$ cat src/rtl/fetch_pc_gen.sv
// fetch_pc_gen: instruction fetch PC generator with 2-entry fetch FIFO; optional FETCH_MISALIGN_TRAP_EN halts on misaligned redirects
module fetch_pc_gen #(
    parameter logic [31:0] RESET_PC = 32'h0000_0000
) (
    input  logic        i_clk,
    input  logic        i_rst,
    input  logic        i_branch_flush,
    input  logic [31:0] i_branch_pc,
    output logic        o_imem_req,
    output logic [31:0] o_imem_addr,
    input  logic        i_imem_ack,
    input  logic [31:0] i_imem_rdata,
    output logic        o_if_valid,
    output logic [31:0] o_if_instr,
    output logic [31:0] o_if_pc,
    input  logic        i_if_ready,
    output logic        o_misalign
);
    localparam logic [2:0] S_IDLE = 3'd0;
    localparam logic [2:0] S_REQ  = 3'd1;
    localparam logic [2:0] S_DROP = 3'd2;
    localparam logic [2:0] S_FULL = 3'd3;

    logic [2:0]  state, state_n, resume;
    logic [31:0] pc, pc_n, tgt, tgt_r, tgt_n;
    logic [31:0] fifo_pc [2];
    logic [31:0] fifo_instr [2];
    logic        head, push, pop, busy, halted;
    logic [1:0]  count, count_n;

`ifdef FETCH_MISALIGN_TRAP_EN
    localparam logic [2:0] S_HALT = 3'd4;
    logic bad, misalign, halt_pend;
    assign bad        = |i_branch_pc[1:0];
    assign tgt        = i_branch_pc;
    assign halted     = state == S_HALT;
    assign resume     = ((i_branch_flush & bad) | halt_pend) ? S_HALT : S_REQ;
    assign o_misalign = misalign;
    // Sticky trap flag, and a marker that the drop in flight must end in HALT
    always_ff @(posedge i_clk or posedge i_rst) begin
        if (i_rst) begin
            misalign  <= 1'b0;
            halt_pend <= 1'b0;
        end else begin
            misalign  <= misalign | (i_branch_flush & bad);
            halt_pend <= (state_n == S_DROP) & (halt_pend | (i_branch_flush & bad));
        end
    end
`else
    assign tgt        = i_branch_pc & ~32'h3;
    assign halted     = 1'b0;
    assign resume     = S_REQ;
    assign o_misalign = 1'b0;
`endif

    assign busy        = (state == S_REQ) || (state == S_DROP);
    assign pop         = o_if_valid & i_if_ready;
    assign push        = (state == S_REQ) & i_imem_ack & ~i_branch_flush;
    assign count_n     = count + {1'b0, push} - {1'b0, pop};
    assign o_imem_req  = busy;
    assign o_imem_addr = pc;
    assign o_if_valid  = count != 2'd0;
    assign o_if_instr  = fifo_instr[head];
    assign o_if_pc     = fifo_pc[head];

    // Normal fetch progress first; a redirect then overrides it, but never moves an address mid-request
    always_comb begin
        state_n = state;
        pc_n    = pc;
        tgt_n   = tgt_r;
        case (state)
            S_IDLE: state_n = S_REQ;
            S_REQ: begin
                if (i_imem_ack) begin
                    state_n = (count_n == 2'd2) ? S_FULL : S_REQ;
                    pc_n    = pc + 32'd4;
                end
            end
            S_DROP: begin
                if (i_imem_ack) begin
                    state_n = resume;
                    pc_n    = tgt_r;
                end
            end
            S_FULL: state_n = pop ? S_REQ : S_FULL;
            default: ;
        endcase
        if (i_branch_flush && !halted) begin
            tgt_n = tgt;
            if (busy && !i_imem_ack) begin
                state_n = S_DROP;
                pc_n    = pc;
            end else begin
                state_n = resume;
                pc_n    = tgt;
            end
        end
    end

    // State, PC, redirect target and FIFO storage
    always_ff @(posedge i_clk or posedge i_rst) begin
        if (i_rst) begin
            state         <= S_IDLE;
            pc            <= RESET_PC;
            tgt_r         <= RESET_PC;
            head          <= 1'b0;
            count         <= 2'd0;
            fifo_pc[0]    <= 32'd0;
            fifo_pc[1]    <= 32'd0;
            fifo_instr[0] <= 32'd0;
            fifo_instr[1] <= 32'd0;
        end else begin
            state <= state_n;
            pc    <= pc_n;
            tgt_r <= tgt_n;
            count <= i_branch_flush ? 2'd0 : count_n;
            if (!i_branch_flush)
                head <= head ^ pop;
            if (push) begin
                fifo_pc[head ^ count[0]]    <= pc;
                fifo_instr[head ^ count[0]] <= i_imem_rdata;
            end
        end
    end
endmodule

$ cat config.mk
export PLATFORM = sky130hd
export DESIGN_NAME = fetch_pc_gen
export DESIGN_NICKNAME = d
export VERILOG_FILES = /design/src/rtl/fetch_pc_gen.sv
export SDC_FILE = /design/constraint.sdc
export NUM_CORES = 1
export LEC_CHECK = 0
export ABC_AREA = 1
export BUFFER_PORTS_ARGS = -buffer_cell sky130_fd_sc_hd__clkbuf_2
export CORE_ASPECT_RATIO = 1.1
export CORE_MARGIN = 2
export CORE_UTILIZATION = 23
export CTS_CLUSTER_DIAMETER = 120
export CTS_CLUSTER_SIZE = 20
export DETAILED_ROUTE_END_ITERATION = 12
export GPL_ROUTABILITY_DRIVEN = 0
export PLACE_DENSITY_LB_ADDON = 0.1
export SLEW_MARGIN = 25
export SYNTH_ARGS = -nofsm -noshare
export SYNTH_HDL_FRONTEND = slang
export SYNTH_SLANG_ARGS = --single-unit
$ cat constraint.sdc
create_clock -name i_clk -period 17.3 [get_ports i_clk]
set_input_delay 3.46 -clock i_clk [delete_from_list [all_inputs] [get_ports i_clk]]
set_output_delay 3.46 -clock i_clk [all_outputs]
set_load 0.02 [all_outputs]
==> flow_metrics.py <==
metrics = {
    "status": {
        "status": "finished clean",
    },
    "grt": {
        "grt_pass1_wl_um": 45300,
        "overflow": 0,
        "grt_pass1_vias": 7721,
        "grt_max_degree": 109,
        "antenna_found_initial": 0,
        "grt_usage_pct": 14.0,
    },
    "power": {
        "power_frac_comb_pct": 44.2,
        "leakagePower_uw": 0.00580,
        "intPower_uw": 1160,
        "p_sw_share_pct": 46.2,
        "power.switching_uw": 994,
        "clockPowerShare_pct": 20.4,
        "total_power_uw": 2150,
        "vdd_drop_max_mv": 0.0769,
        "power_density_mw_per_mm2": 193,
        "seq_power_share_pct": 35.4,
    },
    "floorplanning": {
        "initial_core_util_pct": 23.2,
        "core-area_sq_mm": 0.0400,
        "rows": 77,
        "ioPinCount": 168,
        "die_w_um": 196,
        "die_y_um": 215,
        "die_area_sq_mm": 0.0420,
    },
    "cts": {
        "clk_pin_slew_ps": 70,
        "clock-sinks": 189,
        "cts_tree": "yes",
        "h-tree-depth": 4,
        "post_cts_resized": 0,
        "clockBufferDepth": 2,
        "cts_hold_buf": 0,
        "numCtsBuffers": 17,
        "cts_setup_buffers": 0,
        "insertion_delay_ps": 460,
        "root_buffer": "clkbuf_16",
    },
    "timing": {
        "finalCriticalPeriod_ps": 5710,
        "fin_tns_setup_ps": 0,
        "max_clock_freq_mhz": 175,
        "slew_headroom_pct": 40.3,
        "tightest_slew_ps": 894,
        "hold_viol": 0,
        "finalClockSkew_ps": 10.8,
        "grt_setup_unrepaired": "false",
        "timing.final.ws_setup_ps": 11590,
        "drv_slew": 0,
        "period_share_pct": 33.0,
        "finalSetupViolations": 0,
    },
    "setup_path": {
        "cp_max_fo": 33,
        "criticalPathCategory": "flip-flop to output pin",
        "slowest_delay_ps": 520,
        "cp.buffers_inverters": 3,
        "crit_chain": "inv_2 > buf_4 > nand2_1 > nand2_1 > clkbuf_2",
        "path_depth": 5,
        "arrival_ps": 2250,
        "cp-endpoint": "o_if_pc[7]",
        "crit_path_start": "head",
        "worstSetupEndpointType": "output pin",
        "crit_family": "buffers and inverters",
        "rr_endpoint": "fifo_instr[5]",
        "crit_path_start_kind": "flip-flop",
        "cp_slowest_cell": "buf_4",
        "reg2reg_depth": 6,
        "rr_startpoint": "head",
        "required_ps": 13840,
        "cpMostUsedCell": "nand2_1",
        "reg2reg_setup_slack_ps": 14530,
    },
    "synthesis": {
        "ys_types": 33,
        "yosysWarnings": 0,
        "synth_area_sq_mm": 0.00929,
        "netlist_instances": 1210,
        "ys_ff_latch": 189,
        "yosysSeqAreaShare_pct": 50.9,
        "syn-mean-instance-area_sq_um": 7.68,
    },
    "layout": {
        "final_nets": 1410,
        "layout_commonest_cell": "nand2_1",
        "drive_gt1_share_pct": 17.4,
        "n_antenna_cell": 0,
        "finalCoreUtilization_pct": 27.9,
        "fin_cells": 1860,
        "syn_to_final_growth_pct": 19.8,
        "mostFrequentLayoutCells": "nand2_1, dfrtp_1, o21ai_0",
    },
    "placement": {
        "dp_hpwl_um": 19100,
        "port_buffers": 160,
        "dp.cells": 1827,
        "place_ws_ps": 11520,
    },
    "drt": {
        "drt_pass1_iterations": 5,
        "via_per_inst": 4.24,
        "num_vias": 7879,
        "drt_iter0_drc": 384,
        "routed_wl_um": 28600,
        "routedWlPerCell_um": 15.4,
        "drc": 0,
        "final_antenna_net_count": 0,
    },
    "flow_run": {
        "max_cap_viol_count": 0,
    },
    "min_path": {
        "hp-start": "fifo_pc[63]",
        "min_path_type": "flip-flop to flip-flop",
    },
}
layout make-up:
class / count / area (sq um)
Fill cell: 4465 / 28800
Sequential cell: 189 / 4730
Multi-Input combinational cell: 845 / 3800
Timing Repair Buffer: 169 / 891
Tap cell: 513 / 642
Clock buffer: 19 / 453
Inverter: 112 / 430
Clock inverter: 13 / 188
tightest hold or removal path, cell delays in order, from the launching register on:
cell	delay, ps
dfrtp_1	350
nand2_1	50
o21ai_0	50
how the worst min path moves through the flow:
stage | cells past startpoint | slack [ps] | to
detailed placement | 2 | 470 | fifo_instr[44]
global route | 2 | 500 | fifo_pc[5]
floorplan | 2 | 450 | fifo_instr[0]
finish | 2 | 480 | fifo_pc[63]
global placement | 2 | 470 | fifo_instr[43]
CTS | 2 | 490 | fifo_instr[44]
stage by stage:
stage	hold slack [ps]	area, sq um
4_1_cts	490	11100
2_1_floorplan	453	9310
5_1_grt	505	11100
3_5_place_dp	473	10500
3_3_place_gp	465	10500
6_report	484	11100
cells in the mapped netlist:
cell / instances / area, sq um
nand2_1: 444 / 1670
dfrtp_1: 189 / 4730
o21ai_0: 172 / 861
inv_1: 108 / 405
a21oi_1: 63 / 315
nor2_1: 63 / 236
nand3_1: 36 / 180
clkbuf_1: 35 / 131
buf_4: 18 / 135
a31oi_1: 11 / 68.8
buf_2: 9 / 45.0
nand2_2: 8 / 50.1
ha_1: 7 / 87.6
nor2_4: 7 / 78.8
nor2_2: 6 / 37.5
a22oi_1: 5 / 37.5
buf_6: 4 / 45.0
inv_2: 3 / 11.3
xor2_1: 3 / 26.3
a21oi_2: 2 / 17.5
buf_1: 2 / 7.51
nand2_4: 2 / 22.5
o211ai_1: 2 / 15.0
o21ai_1: 2 / 10.0
and2_1: 1 / 6.26
conb_1: 1 / 3.75
inv_4: 1 / 6.26
nand3b_1: 1 / 7.51
o21a_1: 1 / 7.51
o21ai_2: 1 / 8.76
or2_2: 1 / 6.26
xnor2_1: 1 / 8.76
xnor2_2: 1 / 16.3
registers in the layout, summed over array words and instances (netlist names):
name         count
fifo_pc         60
head             1
o_imem_addr     30
state            2
count            2
fifo_instr      64
tgt_r           30
layer usage:
metal / wire [um] / up-vias / track usage (%)
met2: 13000 / 144 / 22.2
li1: - / 4049 / -
met5: 0 / - / 0
met3: 967 / 22 / 2.73
met4: 483 / 0 / 4.62
met1: 14200 / 3664 / 19.1
power groups by stage:
stage / logic [uW] / registers (uW) / clock network, uW
after floorplan: 628 / 770 / 0
after global placement: 971 / 768 / 0
after detailed placement: 976 / 770 / 0
after CTS: 979 / 762 / 459
after global routing: 1080 / 788 / 476
final: 952 / 762 / 440
kinds of logic (layout without fill, tap and decap cells):
group	Yosys count	after routing	share of synthesized area, %
flip-flops	189	189	50.9
AND/OR/NAND/NOR	569	569	24.7
buffers and inverters	180	313	8.47
AO/OA/AOI/OAI	259	259	14.4
adder cells (fa/ha/maj)	7	7	0.942
other	1	5	0.0404
XOR/XNOR	5	5	0.552
(Power assumes the default switching activity.)
